## src/rtl/alu_share_arb_if.sv

```systemverilog
// Bus bundle for alu_share_arb: two request channels, one response channel
// and the grant statistics. The master side is the clients plus the response
// consumer; the slave side is the arbiter itself.
interface alu_share_arb_if;
    logic        req0_valid;
    logic        req0_ready;
    logic [2:0]  req0_op;
    logic [31:0] req0_a;
    logic [31:0] req0_b;
    logic        req1_valid;
    logic        req1_ready;
    logic [2:0]  req1_op;
    logic [31:0] req1_a;
    logic [31:0] req1_b;
    logic        rsp_valid;
    logic        rsp_ready;
    logic        rsp_id;
    logic [31:0] rsp_result;
    logic        rsp_zero;
    logic        rsp_ovf;
    logic        rsp_err;
    logic [15:0] grant_cnt0;
    logic [15:0] grant_cnt1;

    modport master (
        output req0_valid, req0_op, req0_a, req0_b,
        output req1_valid, req1_op, req1_a, req1_b,
        output rsp_ready,
        input  req0_ready, req1_ready,
        input  rsp_valid, rsp_id, rsp_result, rsp_zero, rsp_ovf, rsp_err,
        input  grant_cnt0, grant_cnt1
    );

    modport slave (
        input  req0_valid, req0_op, req0_a, req0_b,
        input  req1_valid, req1_op, req1_a, req1_b,
        input  rsp_ready,
        output req0_ready, req1_ready,
        output rsp_valid, rsp_id, rsp_result, rsp_zero, rsp_ovf, rsp_err,
        output grant_cnt0, grant_cnt1
    );
endinterface

```

## src/rtl/alu_share_arb.sv

```systemverilog
// alu_share_arb: round-robin arbiter sharing one 32-bit ALU between two
// clients, with a one-entry registered response stage tagged by client ID.
// Optional feature macro: ALU_ARB_STATS_EN enables saturating per-client
// grant counters; without it grant_cnt0/grant_cnt1 read as zero.
module alu_share_arb (
    input  logic           clk,
    input  logic           rst_n,
    alu_share_arb_if.slave bus_if
);

    localparam logic [2:0] OP_AND = 3'b000;
    localparam logic [2:0] OP_OR  = 3'b001;
    localparam logic [2:0] OP_ADD = 3'b010;
    localparam logic [2:0] OP_XOR = 3'b011;
    localparam logic [2:0] OP_NOR = 3'b100;
    localparam logic [2:0] OP_RSV = 3'b101;
    localparam logic [2:0] OP_SUB = 3'b110;
    localparam logic [2:0] OP_SLT = 3'b111;

    // ALU slice: returns {err, ovf, result}. Overflow only for ADD/SUB;
    // the reserved opcode yields a zero result with the error flag set.
    function automatic logic [33:0] alu_eval(input logic [2:0]  op,
                                             input logic [31:0] a,
                                             input logic [31:0] b);
        logic [31:0] res;
        logic        ovf;
        logic        err;
        res = 32'h0000_0000;
        ovf = 1'b0;
        err = 1'b0;
        case (op)
            OP_AND: res = a & b;
            OP_OR:  res = a | b;
            OP_XOR: res = a ^ b;
            OP_NOR: res = ~(a | b);
            OP_ADD: begin
                res = a + b;
                ovf = (a[31] == b[31]) && (res[31] != a[31]);
            end
            OP_SUB: begin
                res = a - b;
                // Subtraction adds ~b, so signs must differ to overflow.
                ovf = (a[31] != b[31]) && (res[31] != a[31]);
            end
            OP_SLT: res = {31'h0000_0000, ($signed(a) < $signed(b))};
            OP_RSV: err = 1'b1;
            default: err = 1'b1;
        endcase
        return {err, ovf, res};
    endfunction

    logic        rr_ptr_q, rr_ptr_d;
    logic        rsp_valid_q, rsp_valid_d;
    logic        rsp_id_q, rsp_id_d;
    logic [31:0] rsp_result_q, rsp_result_d;
    logic        rsp_zero_q, rsp_zero_d;
    logic        rsp_ovf_q, rsp_ovf_d;
    logic        rsp_err_q, rsp_err_d;

    logic        slot_free_s;
    logic        grant0_s;
    logic        grant1_s;
    logic [2:0]  sel_op_s;
    logic [31:0] sel_a_s;
    logic [31:0] sel_b_s;
    logic [33:0] alu_out_s;

    // Response slot can take a new result if empty or draining this cycle.
    assign slot_free_s = !rsp_valid_q || bus_if.rsp_ready;

    // Round-robin grant: a lone requester always wins; on contention the
    // pointer picks. Nothing is granted while the slot is occupied.
    always_comb begin
        grant0_s = 1'b0;
        grant1_s = 1'b0;
        if (slot_free_s) begin
            if (bus_if.req0_valid && bus_if.req1_valid) begin
                grant0_s = !rr_ptr_q;
                grant1_s = rr_ptr_q;
            end else begin
                grant0_s = bus_if.req0_valid;
                grant1_s = bus_if.req1_valid;
            end
        end else begin
            grant0_s = 1'b0;
            grant1_s = 1'b0;
        end
    end

    // Operand mux feeding the single shared ALU.
    always_comb begin
        sel_op_s = bus_if.req0_op;
        sel_a_s  = bus_if.req0_a;
        sel_b_s  = bus_if.req0_b;
        if (grant1_s) begin
            sel_op_s = bus_if.req1_op;
            sel_a_s  = bus_if.req1_a;
            sel_b_s  = bus_if.req1_b;
        end else begin
            sel_op_s = bus_if.req0_op;
            sel_a_s  = bus_if.req0_a;
            sel_b_s  = bus_if.req0_b;
        end
    end

    assign alu_out_s = alu_eval(sel_op_s, sel_a_s, sel_b_s);

    // Next-state for the response stage and round-robin pointer.
    always_comb begin
        rr_ptr_d     = rr_ptr_q;
        rsp_valid_d  = rsp_valid_q;
        rsp_id_d     = rsp_id_q;
        rsp_result_d = rsp_result_q;
        rsp_zero_d   = rsp_zero_q;
        rsp_ovf_d    = rsp_ovf_q;
        rsp_err_d    = rsp_err_q;
        if (grant0_s || grant1_s) begin
            // Pointer moves to whichever client lost (or did not ask).
            rr_ptr_d     = grant0_s;
            rsp_valid_d  = 1'b1;
            rsp_id_d     = grant1_s;
            rsp_result_d = alu_out_s[31:0];
            rsp_zero_d   = (alu_out_s[31:0] == 32'h0000_0000);
            rsp_ovf_d    = alu_out_s[32];
            rsp_err_d    = alu_out_s[33];
        end else if (slot_free_s) begin
            rsp_valid_d  = 1'b0;
        end else begin
            rsp_valid_d  = rsp_valid_q;
        end
    end

    // Response and pointer registers; reset drops any pending response.
    always_ff @(posedge clk or negedge rst_n) begin
        if (!rst_n) begin
            rr_ptr_q     <= 1'b0;
            rsp_valid_q  <= 1'b0;
            rsp_id_q     <= 1'b0;
            rsp_result_q <= 32'h0000_0000;
            rsp_zero_q   <= 1'b0;
            rsp_ovf_q    <= 1'b0;
            rsp_err_q    <= 1'b0;
        end else begin
            rr_ptr_q     <= rr_ptr_d;
            rsp_valid_q  <= rsp_valid_d;
            rsp_id_q     <= rsp_id_d;
            rsp_result_q <= rsp_result_d;
            rsp_zero_q   <= rsp_zero_d;
            rsp_ovf_q    <= rsp_ovf_d;
            rsp_err_q    <= rsp_err_d;
        end
    end

    assign bus_if.req0_ready = grant0_s;
    assign bus_if.req1_ready = grant1_s;
    assign bus_if.rsp_valid  = rsp_valid_q;
    assign bus_if.rsp_id     = rsp_id_q;
    assign bus_if.rsp_result = rsp_result_q;
    assign bus_if.rsp_zero   = rsp_zero_q;
    assign bus_if.rsp_ovf    = rsp_ovf_q;
    assign bus_if.rsp_err    = rsp_err_q;

`ifdef ALU_ARB_STATS_EN
    logic [15:0] cnt0_q, cnt0_d;
    logic [15:0] cnt1_q, cnt1_d;

    // Saturating grant counters, one per client.
    always_comb begin
        cnt0_d = cnt0_q;
        cnt1_d = cnt1_q;
        if (grant0_s && (cnt0_q != 16'hFFFF)) begin
            cnt0_d = cnt0_q + 16'd1;
        end else begin
            cnt0_d = cnt0_q;
        end
        if (grant1_s && (cnt1_q != 16'hFFFF)) begin
            cnt1_d = cnt1_q + 16'd1;
        end else begin
            cnt1_d = cnt1_q;
        end
    end

    // Counter registers.
    always_ff @(posedge clk or negedge rst_n) begin
        if (!rst_n) begin
            cnt0_q <= 16'h0000;
            cnt1_q <= 16'h0000;
        end else begin
            cnt0_q <= cnt0_d;
            cnt1_q <= cnt1_d;
        end
    end

    assign bus_if.grant_cnt0 = cnt0_q;
    assign bus_if.grant_cnt1 = cnt1_q;
`else
    assign bus_if.grant_cnt0 = 16'h0000;
    assign bus_if.grant_cnt1 = 16'h0000;
`endif

endmodule

```

## src/flat_wrapper.sv

```systemverilog
// flat-port wrapper written by rule: the top's interface ports become plain ports
module alu_share_arb_flat 
  (clk, rst_n, bus_if_req0_valid, bus_if_req0_op, bus_if_req0_a, bus_if_req0_b, bus_if_req1_valid, bus_if_req1_op, bus_if_req1_a, bus_if_req1_b, bus_if_rsp_ready, bus_if_req0_ready, bus_if_req1_ready, bus_if_rsp_valid, bus_if_rsp_id, bus_if_rsp_result, bus_if_rsp_zero, bus_if_rsp_ovf, bus_if_rsp_err, bus_if_grant_cnt0, bus_if_grant_cnt1);
  alu_share_arb_if bus_if_i ();
  input  logic clk;
  input  logic rst_n;
  input wire logic [$bits(bus_if_i.req0_valid)-1:0] bus_if_req0_valid;
  input wire logic [$bits(bus_if_i.req0_op)-1:0] bus_if_req0_op;
  input wire logic [$bits(bus_if_i.req0_a)-1:0] bus_if_req0_a;
  input wire logic [$bits(bus_if_i.req0_b)-1:0] bus_if_req0_b;
  input wire logic [$bits(bus_if_i.req1_valid)-1:0] bus_if_req1_valid;
  input wire logic [$bits(bus_if_i.req1_op)-1:0] bus_if_req1_op;
  input wire logic [$bits(bus_if_i.req1_a)-1:0] bus_if_req1_a;
  input wire logic [$bits(bus_if_i.req1_b)-1:0] bus_if_req1_b;
  input wire logic [$bits(bus_if_i.rsp_ready)-1:0] bus_if_rsp_ready;
  output wire logic [$bits(bus_if_i.req0_ready)-1:0] bus_if_req0_ready;
  output wire logic [$bits(bus_if_i.req1_ready)-1:0] bus_if_req1_ready;
  output wire logic [$bits(bus_if_i.rsp_valid)-1:0] bus_if_rsp_valid;
  output wire logic [$bits(bus_if_i.rsp_id)-1:0] bus_if_rsp_id;
  output wire logic [$bits(bus_if_i.rsp_result)-1:0] bus_if_rsp_result;
  output wire logic [$bits(bus_if_i.rsp_zero)-1:0] bus_if_rsp_zero;
  output wire logic [$bits(bus_if_i.rsp_ovf)-1:0] bus_if_rsp_ovf;
  output wire logic [$bits(bus_if_i.rsp_err)-1:0] bus_if_rsp_err;
  output wire logic [$bits(bus_if_i.grant_cnt0)-1:0] bus_if_grant_cnt0;
  output wire logic [$bits(bus_if_i.grant_cnt1)-1:0] bus_if_grant_cnt1;
  assign bus_if_i.req0_valid = bus_if_req0_valid;
  assign bus_if_i.req0_op = bus_if_req0_op;
  assign bus_if_i.req0_a = bus_if_req0_a;
  assign bus_if_i.req0_b = bus_if_req0_b;
  assign bus_if_i.req1_valid = bus_if_req1_valid;
  assign bus_if_i.req1_op = bus_if_req1_op;
  assign bus_if_i.req1_a = bus_if_req1_a;
  assign bus_if_i.req1_b = bus_if_req1_b;
  assign bus_if_i.rsp_ready = bus_if_rsp_ready;
  assign bus_if_req0_ready = bus_if_i.req0_ready;
  assign bus_if_req1_ready = bus_if_i.req1_ready;
  assign bus_if_rsp_valid = bus_if_i.rsp_valid;
  assign bus_if_rsp_id = bus_if_i.rsp_id;
  assign bus_if_rsp_result = bus_if_i.rsp_result;
  assign bus_if_rsp_zero = bus_if_i.rsp_zero;
  assign bus_if_rsp_ovf = bus_if_i.rsp_ovf;
  assign bus_if_rsp_err = bus_if_i.rsp_err;
  assign bus_if_grant_cnt0 = bus_if_i.grant_cnt0;
  assign bus_if_grant_cnt1 = bus_if_i.grant_cnt1;
  alu_share_arb u_core (.clk(clk), .rst_n(rst_n), .bus_if(bus_if_i));
endmodule
```

## config.mk

```make
export PLATFORM = sky130hd
export DESIGN_NAME = alu_share_arb_flat
export DESIGN_NICKNAME = d
export VERILOG_FILES = /design/src/rtl/alu_share_arb_if.sv /design/src/rtl/alu_share_arb.sv /design/src/flat_wrapper.sv
export SDC_FILE = /design/constraint.sdc
export NUM_CORES = 1
export LEC_CHECK = 0
export BUFFER_PORTS_ARGS = -buffer_cell sky130_fd_sc_hd__buf_2
export CORE_MARGIN = 4
export CORE_UTILIZATION = 56
export DETAILED_ROUTE_END_ITERATION = 7
export PLACE_DENSITY_LB_ADDON = 0.12
export REMOVE_ABC_BUFFERS = 1
export SLEW_MARGIN = 25
export SYNTH_ARGS = -nofsm -noshare
export SYNTH_HDL_FRONTEND = slang
export SYNTH_SLANG_ARGS = --single-unit
```

## constraint.sdc

```tcl
create_clock -name clk -period 9.6 [get_ports clk]
set_clock_uncertainty 0.1 [all_clocks]
set_input_delay 1.92 -clock clk [delete_from_list [all_inputs] [get_ports clk]]
set_output_delay 1.92 -clock clk [all_outputs]
set_load 0.05 [all_outputs]
```

==> results.md, run 1 <==
- Post-synthesis cell area: 8730 µm²
- Critical Path AT: 7.58 ns
- Crit path kind: in -> reg
- Initial core utilization: 0.572
- Hold Crit Class: reg -> reg
- CTS Buf Count: 5
- Worst vdd ir: 0.124 mV
- Crit-path max FO: 37
- Post-synthesis async set-or-reset flop share: 1.00
- Diode count: 0
- Pwr dens: 208 nW/µm²
- Clock Pin Slew Worst Setup and Hold Paths: 0.07 ns
- Chip Width: 133 µm
- CTS Hold Buffers Added: 0
- Tmin final: 7.44 ns
- Clock Tree Buf Depth: 2
- Congestion Overflow GR: 0
- Vias: 10.2k
- Post-layout power: 2.03 mW
- Startpoint types: input pin
- Seq cells post-synth: 38
- Gpl congestion: 0.969
- Outcome: finished clean
- Post-synth top area share: 0.142
- Dominant synthesized flop cell: dfrtp_1
- RSZ-0062 raised after global routing: false
- Clock root cell: clkbuf_16
- Die Ht: 133 µm
- Slew Viols, Final: 0
- Fin Hold WS: 0.376 ns
- Die area: 17600 µm²
- Final hold vios: 0
- Final period util: 0.775
- Row Count: 45
- DP Wirelength: 24300 µm
- Slew at the pin closest to its max-slew limit: 1.15 ns
- IO Port Bufs: 177
- Largest net degree at the start of global routing: 39
- Sink Count: 38
- Clock latency on the worst-skew pair: 0.31 ns
- Critical Path RT: 9.74 ns
- Seq/Total Area, Yosys: 0.109
- Area post-placement: 9590 µm²
- Residual DRC count: 0
- Synth top cells by count: nand2_1, inv_1, ha_1
- IO Count: 210
- CTS tree: done
- CP max stage cell: inv_2
- Max Clk Rate: 0.134 GHz
- CP endpoint kind: flip-flop
- Syn_area_per_cell: 6.96 µm²
- Layout overhead on the synthesized area: 11.9%
- CP peak stage delay: 0.77 ns
- First-pass GRT wire length: 50300 µm
- Synthesized netlist cell count: 1253
- Detailed Route Iter0 Violations: 1228
- Synth warn: 0
- CP bufs+invs: 2
- Routed Wire Length: 32700 µm
- H-tree depth: 2
- Post-synth cell types: 88
- Drt via density: 6.41
- Core area: 15300 µm²
- Max-slew headroom: 0.233
- Post-synth EDFFs: 0
- Cell family contributing the most delay on the critical path: compound AO/OA/AOI/OAI gates
- Most common cell in the synthesized netlist: nand2_1
- GR Util All Layers: 0.352
- Top post-synthesis cells by area: ha_1, dfrtp_1, nand2_1
- Leak: 4.99 nW
- Post-route cell area: 9770 µm²
- DRT Pass-1 Iters: 7
- Filler cells: 1482
- Worst path most repeated cell: nand2_1
- Initial antenna violation count: 1
- Average wire per standard cell: 20.6 µm
- Yosys top cell by area: ha_1
- Max cap viols: 0
- Setup TNS: 0 ns
- Vias in the first global route: 9389
- Setup Viol. Count Final: 0
- Fin nets: 1615
- Layout cells sized above 1: 0.172
- Post-cts gate resize count: 0
- Post-CTS Setup Bufs: 0
- Final ANT Viol Nets: 0
- Crit-path cells: buf_2, nand2b_1, nand3_4, inv_2, nand2_1, nand2_1, ha_1, nor2b_1, a2111oi_1, a211oi_2, o211a_1, a21oi_2, o311ai_2, a311oi_1, mux2_1, a221o_1, or3_1, o21ai_1
[registers in the layout, summed over array words and instances, names as in the netlist]
register,cells
u_core.bus_if.rsp_zero,1
u_core.bus_if.rsp_id,1
u_core.rr_ptr_q,1
u_core.bus_if.rsp_result,32
u_core.bus_if.rsp_valid,1
u_core.bus_if.rsp_ovf,1
u_core.bus_if.rsp_err,1
[tightest hold or removal path: cells and delay by family, from the launching register on]
kind | cells | cell delay, ns
flip-flops | 1 | 0.34
AO/OA/AOI/OAI | 1 | 0.06
AND/OR/NAND/NOR | 1 | 0.04
[through the flow]
step | utilization | cells | setup WS (ns)
global placement | 0.629 | 1579 | 2.04
detailed placement | 0.629 | 1579 | 2.00
finish | 0.640 | 1587 | 2.16
floorplan | - | 1177 | 1.21
global route | 0.640 | 1587 | 1.74
CTS | 0.640 | 1587 | 2.28
[cells by family after synthesis]
group	Yosys count	synth area share
buffers and inverters	212	0.107
multiplexers	68	0.0820
AND/OR/NAND/NOR	450	0.238
other	1	0.000430
XOR/XNOR	12	0.0120
adder cells (fa/ha/maj)	101	0.147
AO/OA/AOI/OAI	371	0.305
flip-flops	38	0.109
[routing by layer]
layer  wire (µm)  vias up  global-route usage
met3        4130      118              0.0875
met2       14000      707               0.542
met5          19        -                   0
li1            -     4711                   -
met1       13200     4634               0.476
met4        1280        2               0.134
[worst paths after layout]
check / slack [ns] / cells past startpoint / startpoint / end
setup / recovery: 2.16 / 18 / bus_if_rsp_ready / u_core.bus_if.rsp_zero$_DFFE_PN0P_
hold / removal: 0.38 / 2 / u_core.bus_if.rsp_result[13]$_DFFE_PN0P_ / u_core.bus_if.rsp_result[13]$_DFFE_PN0P_
setup reg to reg: 3.50 / 17 / u_core.rr_ptr_q$_DFFE_PN0P_ / u_core.bus_if.rsp_zero$_DFFE_PN0P_
hold reg to reg: 0.38 / 2 / u_core.bus_if.rsp_result[13]$_DFFE_PN0P_ / u_core.bus_if.rsp_result[13]$_DFFE_PN0P_
max in group asynchronous: 7.48 / 1 / rst_n / u_core.bus_if.rsp_result[29]$_DFFE_PN0P_
min in group asynchronous: 1.51 / 1 / rst_n / u_core.bus_if.rsp_result[10]$_DFFE_PN0P_
[power breakdown]
| part | internal, mW | switching [mW] |
|---|---|---|
| combinational | 0.479 | 1.08 |
| clock | 0.123 | 0.0922 |
| sequential | 0.228 | 0.0373 |
[placed cells by master, fill, tap and decap left out, types with 23 or more instances in the layout]
cell type	n
buf_2	176
conb_1	32
mux2i_1	56
dfrtp_1	38
nand2_1	195
nor3_1	34
a21oi_1	70
nand3_1	25
o21ai_0	63
nor2_1	85
inv_1	103
ha_1	99
a22o_1	23
[final cells by class]
| cell class | count | area [µm²] | area share |
|---|---|---|---|
| clock buffer | 5 | 125 | 0.0128 |
| clock inverter | 3 | 45.0 | 0.00461 |
| inverter | 105 | 397 | 0.0406 |
| multi-input combinational | 1034 | 6990 | 0.716 |
| sequential | 38 | 951 | 0.0974 |
| tap | 211 | 264 | 0.0270 |
| timing repair buffer | 191 | 993 | 0.102 |
Power figures use the tool's default switching activity.
==> inputs of run 2 (changes only) <==
- clock period: 9.6 -> 7.3 ns (I/O delays scaled with it)
==> results.md, run 2 (same netlist as run 1, synthesis figures left out) <==
- Slew Viols, Final: 0 (unchanged)
- Routed Wire Length: 32200 µm (was 32700 µm)
- Tmin final: 6.61 ns
- Residual DRC count: 0 (unchanged)
- Cell family contributing the most delay on the critical path: compound AO/OA/AOI/OAI gates (unchanged)
- Core area: 15300 µm² (unchanged)
- Final ANT Viol Nets: 0 (unchanged)
- IO Count: 210 (unchanged)
- Max cap viols: 0 (unchanged)
- CTS Buf Count: 5 (unchanged)
- Die Ht: 133 µm (unchanged)
- First-pass GRT wire length: 48700 µm (was 50300 µm)
- Sequential share of power: 0.130 (about the same)
- Max FFs per register: 32 (unchanged)
- RSZ-0062 raised after global routing: false (unchanged)
- Post-CTS Setup Bufs: 0 (unchanged)
- Layout overhead on the synthesized area: 13.1% (was 11.9%)
- Row Count: 45 (unchanged)
- Chip Width: 133 µm (unchanged)
- Detailed Route Iter0 Violations: 1162 (was 1228)
- Drt via density: 6.28 (was 6.41)
- Switching share of power: 0.588 (was 0.592)
- Max Clk Rate: 0.151 GHz
- Reg2reg start: u_core.rr_ptr_q$_DFFE_PN0P_ (unchanged)
- Clock latency on the worst-skew pair: 0.30 ns (was 0.31 ns)
- CP max stage cell: a2111oi_1 (was inv_2)
- Initial antenna violation count: 0 (was 1)
- CP endpoint kind: flip-flop (unchanged)
- Vias in the first global route: 8945 (was 9389)
- Placed Cells: 1592 (was 1579)
- Clock root cell: clkbuf_16 (unchanged)
- Hold Crit Class: reg -> reg (unchanged)
- Setup crit start: bus_if_req0_valid (was bus_if_rsp_ready)
- Worst path most repeated cell: nand2_1 (unchanged)
- Leak: 5.06 nW (was 4.99 nW)
- Fin nets: 1628 (was 1615)
- DP Wirelength: 24400 µm (was 24300 µm)
- CTS Hold Buffers Added: 0 (unchanged)
- Hold path endpoint: u_core.bus_if.rsp_result[27]$_DFFE_PN0P_ (was u_core.bus_if.rsp_result[13]$_DFFE_PN0P_)
- Fin Hold WS: 0.380 ns (was 0.376 ns)
- Critical Path RT: 7.44 ns (was 9.74 ns)
- Worst r2r dst: u_core.bus_if.rsp_zero$_DFFE_PN0P_ (unchanged)
- Pwr dens: 272 nW/µm² (was 208 nW/µm²)
- Pint: 1.11 mW (was 0.830 mW)
- CP bufs+invs: 3 (was 2)
- Average wire per standard cell: 20.1 µm (was 20.6 µm)
- Largest net degree at the start of global routing: 39 (unchanged)
- Outcome: finished clean (unchanged)
- H-tree depth: 2 (unchanged)
- Initial core utilization: 0.572 (unchanged)
- Reg-to-reg slack, setup: 1.48 ns (was 3.50 ns)
- Commonest non-fill, non-tap cell in the layout: nand2_1 (unchanged)
- Congestion Overflow GR: 0 (unchanged)
- Most frequent cells in the layout: nand2_1, buf_2, inv_1 (unchanged)
- Vias: 10.0k (was 10.2k)
- GR Util All Layers: 0.343 (was 0.352)
- Slew at the pin closest to its max-slew limit: 1.13 ns (was 1.15 ns)
- CP peak stage delay: 0.61 ns (was 0.77 ns)
- Reg2reg path depth: 18 (was 17)
- Die area: 17600 µm² (unchanged)
- Final period util: 0.906
- Post-cts gate resize count: 0 (unchanged)
- Worst vdd ir: 0.199 mV (was 0.124 mV)
- Critical Path AT: 6.75 ns (was 7.58 ns)
- Sink Count: 38 (unchanged)
- Crit path kind: in -> reg (unchanged)
- Crit-path max FO: 18 (was 37)
- Clock Tree Buf Depth: 2 (unchanged)
- Gpl congestion: 0.995 (was 0.969)
- Combinational share of power: 0.767 (was 0.764)
- CTS tree: done (unchanged)
- Psw: 1.58 mW (was 1.20 mW)
- Hold Crit Depth: 2 (unchanged)
- IO Port Bufs: 177 (unchanged)
- Clock Pin Slew Worst Setup and Hold Paths: 0.07 ns (about the same)
- HP Start: u_core.bus_if.rsp_result[27]$_DFFE_PN0P_ (was u_core.bus_if.rsp_result[13]$_DFFE_PN0P_)
- DRT Pass-1 Iters: 5 (was 7)
- Setup Viol. Count Final: 0 (unchanged)
- Final Non-Filler Cells: 1601 (was 1587)
- Max-slew headroom: 0.243 (was 0.233)
- Crit-path cells: buf_2, nand2b_1, nand3_4, inv_2, buf_4, nand2_1, nand2_1, ha_1, nor2b_1, a2111oi_1, a211oi_2, o211a_1, a21oi_2, o311ai_2, a311oi_1, mux2_1, a221o_1, or3_1, o21ai_1 (was buf_2, nand2b_1, nand3_4, inv_2, nand2_1, nand2_1, ha_1, nor2b_1, a2111oi_1, a211oi_2, o211a_1, a21oi_2, o311ai_2, a311oi_1, mux2_1, a221o_1, or3_1, o21ai_1)
- Startpoint types: input pin (unchanged)
- Layout cells sized above 1: 0.179 (was 0.172)
- Final hold vios: 0 (unchanged)
- Power share of the clock group: 0.103 (was 0.106)
-- run 2: cell types whose count changed in the layout (fill, tap and decap cells not counted) --
| cell | delta |
|---|---|
| buf_4 | +13 |
| diode_2 | +1 |
-- run 2: worst max-delay path by stage --
stage                                    endpoint  slack (ns)  cells after the start
2_1_floorplan  u_core.bus_if.rsp_zero$_DFFE_PN0P_       -0.63                     18
3_3_place_gp   u_core.bus_if.rsp_zero$_DFFE_PN0P_        0.61                     19
3_5_place_dp   u_core.bus_if.rsp_zero$_DFFE_PN0P_        0.53                     19
4_1_cts        u_core.bus_if.rsp_zero$_DFFE_PN0P_        0.79                     19
5_1_grt        u_core.bus_if.rsp_zero$_DFFE_PN0P_        0.47                     19
6_report       u_core.bus_if.rsp_zero$_DFFE_PN0P_        0.69                     19
-- run 2: cell type report --
cell class	count	area (µm²)
Multi-Input combinational cell	1034	6990
Antenna cell	1	2.50
Fill cell	1437	5390
Timing Repair Buffer	204	1090
Tap cell	211	264
Inverter	105	397
Clock buffer	5	125
Clock inverter	3	45.0
Sequential cell	38	951
-- run 2: metrics by stage --
step	total power [mW]	cell area (µm²)	worst slack, ns	setup TNS [ns]	util
CTS	2.65	9860	0.795	0	0.646
global placement	2.36	9690	0.605	0	0.635
global route	2.85	9860	0.471	0	0.646
detailed placement	2.36	9690	0.535	0	0.635
finish	2.69	9870	0.690	0	0.647
floorplan	1.80	8310	-0.631	-1.85	-
-- run 2: power by group through the flow --
stage          registers [mW]  clock network [mW]  logic, mW
6_report                0.349               0.276       2.06
3_3_place_gp            0.349                   0       2.01
4_1_cts                 0.349               0.278       2.02
3_5_place_dp            0.353                   0       2.01
5_1_grt                 0.360               0.288       2.20
2_1_floorplan           0.661                   0       1.14
-- run 2: metal layers --
metal / track usage / up-vias / part of all wire
met2: 0.525 / 636 / 0.43
met3: 0.0536 / 98 / 0.11
met4: 0.139 / 0 / 0.039
met5: 0 / - / 0
li1: - / 4736 / -
met1: 0.481 / 4577 / 0.43
-- run 2: worst register-to-register path: stages (launching register included) --
cell	delay (ns)
dfrtp_1	0.41
nand2b_1	0.30
nand3_4	0.28
inv_2	0.35
buf_4	0.29
nand2_1	0.08
nand2_1	0.13
ha_1	0.31
nor2b_1	0.11
a2111oi_1	0.61
a211oi_2	0.27
o211a_1	0.34
a21oi_2	0.33
o311ai_2	0.19
a311oi_1	0.50
mux2_1	0.37
a221o_1	0.33
or3_1	0.31
o21ai_1	0.12
==> inputs of run 3 (changes only) <==
--- a/config.mk
+++ b/config.mk
@@ -8,4 +8,6 @@
 export BUFFER_PORTS_ARGS = -buffer_cell sky130_fd_sc_hd__buf_2
+export CAP_MARGIN = 5
 export CORE_MARGIN = 4
 export CORE_UTILIZATION = 56
+export CTS_BUF_LIST = sky130_fd_sc_hd__clkbuf_2 sky130_fd_sc_hd__clkbuf_4 sky130_fd_sc_hd__clkbuf_8
 export DETAILED_ROUTE_END_ITERATION = 7
==> constraint.sdc (replaced) <==
create_clock -name clk -period 7.3 [get_ports clk]
set_clock_uncertainty 0.1 [all_clocks]
set_input_delay 2.19 -clock clk [delete_from_list [all_inputs] [get_ports clk]]
set_output_delay 2.19 -clock clk [all_outputs]
set_load 0.05 [all_outputs]
==> results.md, run 3 (same netlist as run 1, synthesis figures left out) <==
- Vias in the first global route: 9483 (was 8945)
- Average wire per standard cell: 21.1 µm (was 20.1 µm)
- Final period util: 0.954 (was 0.906)
- Congestion Overflow GR: 0 (unchanged)
- CTS tree: done (unchanged)
- Layout overhead on the synthesized area: 14.8% (was 13.1%)
- Die Ht: 133 µm (unchanged)
- Register cell area after layout: 951 µm² (unchanged)
- Gpl congestion: 1.04 (was 0.995)
- Slew at the pin closest to its max-slew limit: 0.956 ns (was 1.13 ns)
- H-tree depth: 2 (unchanged)
- CTS Buf Count: 5 (unchanged)
- M3 GR Usage: 0.0726 (was 0.0536)
- Hold Crit Class: reg -> reg (unchanged)
- Worst vdd ir: 0.167 mV (was 0.199 mV)
- Max cap viols: 0 (unchanged)
- Chip Width: 133 µm (unchanged)
- Max FFs per register: 32 (unchanged)
- Clock root cell: clkbuf_8 (was clkbuf_16)
- Routed Wire Length: 34300 µm (was 32200 µm)
- Row Count: 45 (unchanged)
- CP max stage cell: a311oi_1 (was a2111oi_1)
- Clock latency on the worst-skew pair: 0.34 ns (was 0.30 ns)
- Max-slew headroom: 0.355 (was 0.243)
- CTS Hold Buffers Added: 0 (unchanged)
- Slew Viols, Final: 0 (unchanged)
- Outcome: finished clean (unchanged)
- DP Wirelength: 25900 µm (was 24400 µm)
- Met2 usage: 0.582 (was 0.525)
- Post-cts gate resize count: 0 (unchanged)
- Fin nets: 1651 (was 1628)
- Residual DRC count: 0 (unchanged)
- Final hold vios: 0 (unchanged)
- Max Clk Rate: 0.144 GHz (was 0.151 GHz)
- Vias: 10.4k (was 10.0k)
- Crit-path max FO: 12 (was 18)
- Fin Hold WS: 0.377 ns (was 0.380 ns)
- First-pass GRT wire length: 51800 µm (was 48700 µm)
- Clock Pin Slew Worst Setup and Hold Paths: 0.11 ns (was 0.07 ns)
- CP peak stage delay: 0.49 ns (was 0.61 ns)
- Crit path kind: in -> reg (unchanged)
- Final core occ: 0.657 (was 0.647)
- Most frequent cells in the layout: nand2_1, buf_2, inv_1 (unchanged)
- Met1 Usage GRT: 0.499 (was 0.481)
- Post-CTS Setup Bufs: 0 (unchanged)
- Filler cells: 1419 (was 1437)
- Sink Count: 38 (unchanged)
- Diode count: 0 (was 1)
- Clock Tree Buf Depth: 2 (unchanged)
- Core area: 15300 µm² (unchanged)
- GR Util All Layers: 0.367 (was 0.343)
- Final ANT Viol Nets: 0 (unchanged)
- Initial core utilization: 0.572 (unchanged)
- CP endpoint kind: flip-flop (unchanged)
- Grt peak-use layer: met2 (unchanged)
- Tmin final: 6.96 ns (was 6.61 ns)
- Drt via density: 6.41 (was 6.28)
- Critical Path RT: 7.48 ns (was 7.44 ns)
- Largest net degree at the start of global routing: 46 (was 39)
- Critical Path AT: 7.15 ns (was 6.75 ns)
- Leak: 5.17 nW (was 5.06 nW)
- Post-route cell area: 10000 µm² (was 9870 µm²)
- Multi-input logic area: 6980 µm² (was 6990 µm²)
- Layout cells sized above 1: 0.193 (was 0.179)
- DRT Pass-1 Iters: 6 (was 5)
- Worst path most repeated cell: o21ai_1 (was nand2_1)
- Commonest non-fill, non-tap cell in the layout: nand2_1 (unchanged)
- IO Count: 210 (unchanged)
- Detailed Route Iter0 Violations: 1267 (was 1162)
- IO Port Bufs: 177 (unchanged)
- Startpoint types: input pin (unchanged)
- Pwr dens: 275 nW/µm² (was 272 nW/µm²)
- Area post-placement: 9880 µm² (was 9690 µm²)
- RSZ-0062 raised after global routing: false (unchanged)
- Crit-path cells: buf_2, nand2b_1, nand3_4, buf_4, mux2i_1, inv_1, ha_1, nor2b_1, a2111o_1, a311oi_1, o21ai_1, a211oi_2, a21boi_0, o311ai_0, o2111ai_1, nor4_1, nand4_1, o21ai_1 (was buf_2, nand2b_1, nand3_4, inv_2, buf_4, nand2_1, nand2_1, ha_1, nor2b_1, a2111oi_1, a211oi_2, o211a_1, a21oi_2, o311ai_2, a311oi_1, mux2_1, a221o_1, or3_1, o21ai_1)
- Die area: 17600 µm² (unchanged)
- Setup Viol. Count Final: 0 (unchanged)
- Initial antenna violation count: 0 (unchanged)
==> run 3: cell count changes in the layout (fill, tap and decap cells not counted), sizes merged <==
cell      previous run  this run
buf                204       227
clkinvlp             2         0
bufinv               1         2
clkinv               0         1
diode                1         0
==> run 3: worst paths after layout <==
check | from | to | slack, ns | depth (start not counted)
max in group asynchronous | rst_n | u_core.bus_if.rsp_valid$_DFFE_PN0P_ | 4.94 | 1
min | u_core.bus_if.rsp_result[13]$_DFFE_PN0P_ | u_core.bus_if.rsp_result[13]$_DFFE_PN0P_ | 0.38 | 2
min in group asynchronous | rst_n | u_core.bus_if.rsp_result[22]$_DFFE_PN0P_ | 1.73 | 1
max | bus_if_rsp_ready | u_core.bus_if.rsp_zero$_DFFE_PN0P_ | 0.34 | 18
max reg2reg | u_core.rr_ptr_q$_DFFE_PN0P_ | u_core.bus_if.rsp_zero$_DFFE_PN0P_ | 1.82 | 17
min reg2reg | u_core.bus_if.rsp_result[13]$_DFFE_PN0P_ | u_core.bus_if.rsp_result[13]$_DFFE_PN0P_ | 0.38 | 2
==> run 3: final cells by class <==
class,count,area share
Clock buffer,5,0.00687
Tap cell,211,0.0263
Clock inverter,3,0.00687
Inverter,105,0.0396
Timing Repair Buffer,227,0.129
Sequential cell,38,0.0949
Multi-Input combinational cell,1034,0.697
==> run 3: power by group <==
part | total (mW) | switching (mW) | internal, mW
logic | 2.15 | 1.46 | 0.691
clock network | 0.255 | 0.118 | 0.138
registers | 0.350 | 0.0513 | 0.299
total | 2.75 | 1.63 | 1.13
==> run 3: per-layer routing <==
metal,wire length [µm],vias up
li1,-,4782
met1,14300,4828
met2,15100,680
met3,3760,114
met4,1190,0
met5,0,-
==> run 3: through the flow <==
stage | total power [mW] | setup TNS (ns) | setup slack (ns) | cells
after global placement | 2.42 | 0 | 0.289 | 1615
final | 2.75 | 0 | 0.338 | 1623
after detailed placement | 2.44 | 0 | 0.142 | 1615
after floorplan | 1.80 | -19.40 | -1.36 | 1177
after CTS | 2.70 | 0 | 0.502 | 1623
after global routing | 2.90 | 0 | 0.0723 | 1623
==> run 3: worst max-delay path, delay by kind of cell <==
family	cells	cell delay, ns
AO/OA/AOI/OAI	8	2.76
AND/OR/NAND/NOR	5	1.19
buffers and inverters	3	0.43
multiplexers	1	0.25
adder cells (fa/ha/maj)	1	0.34
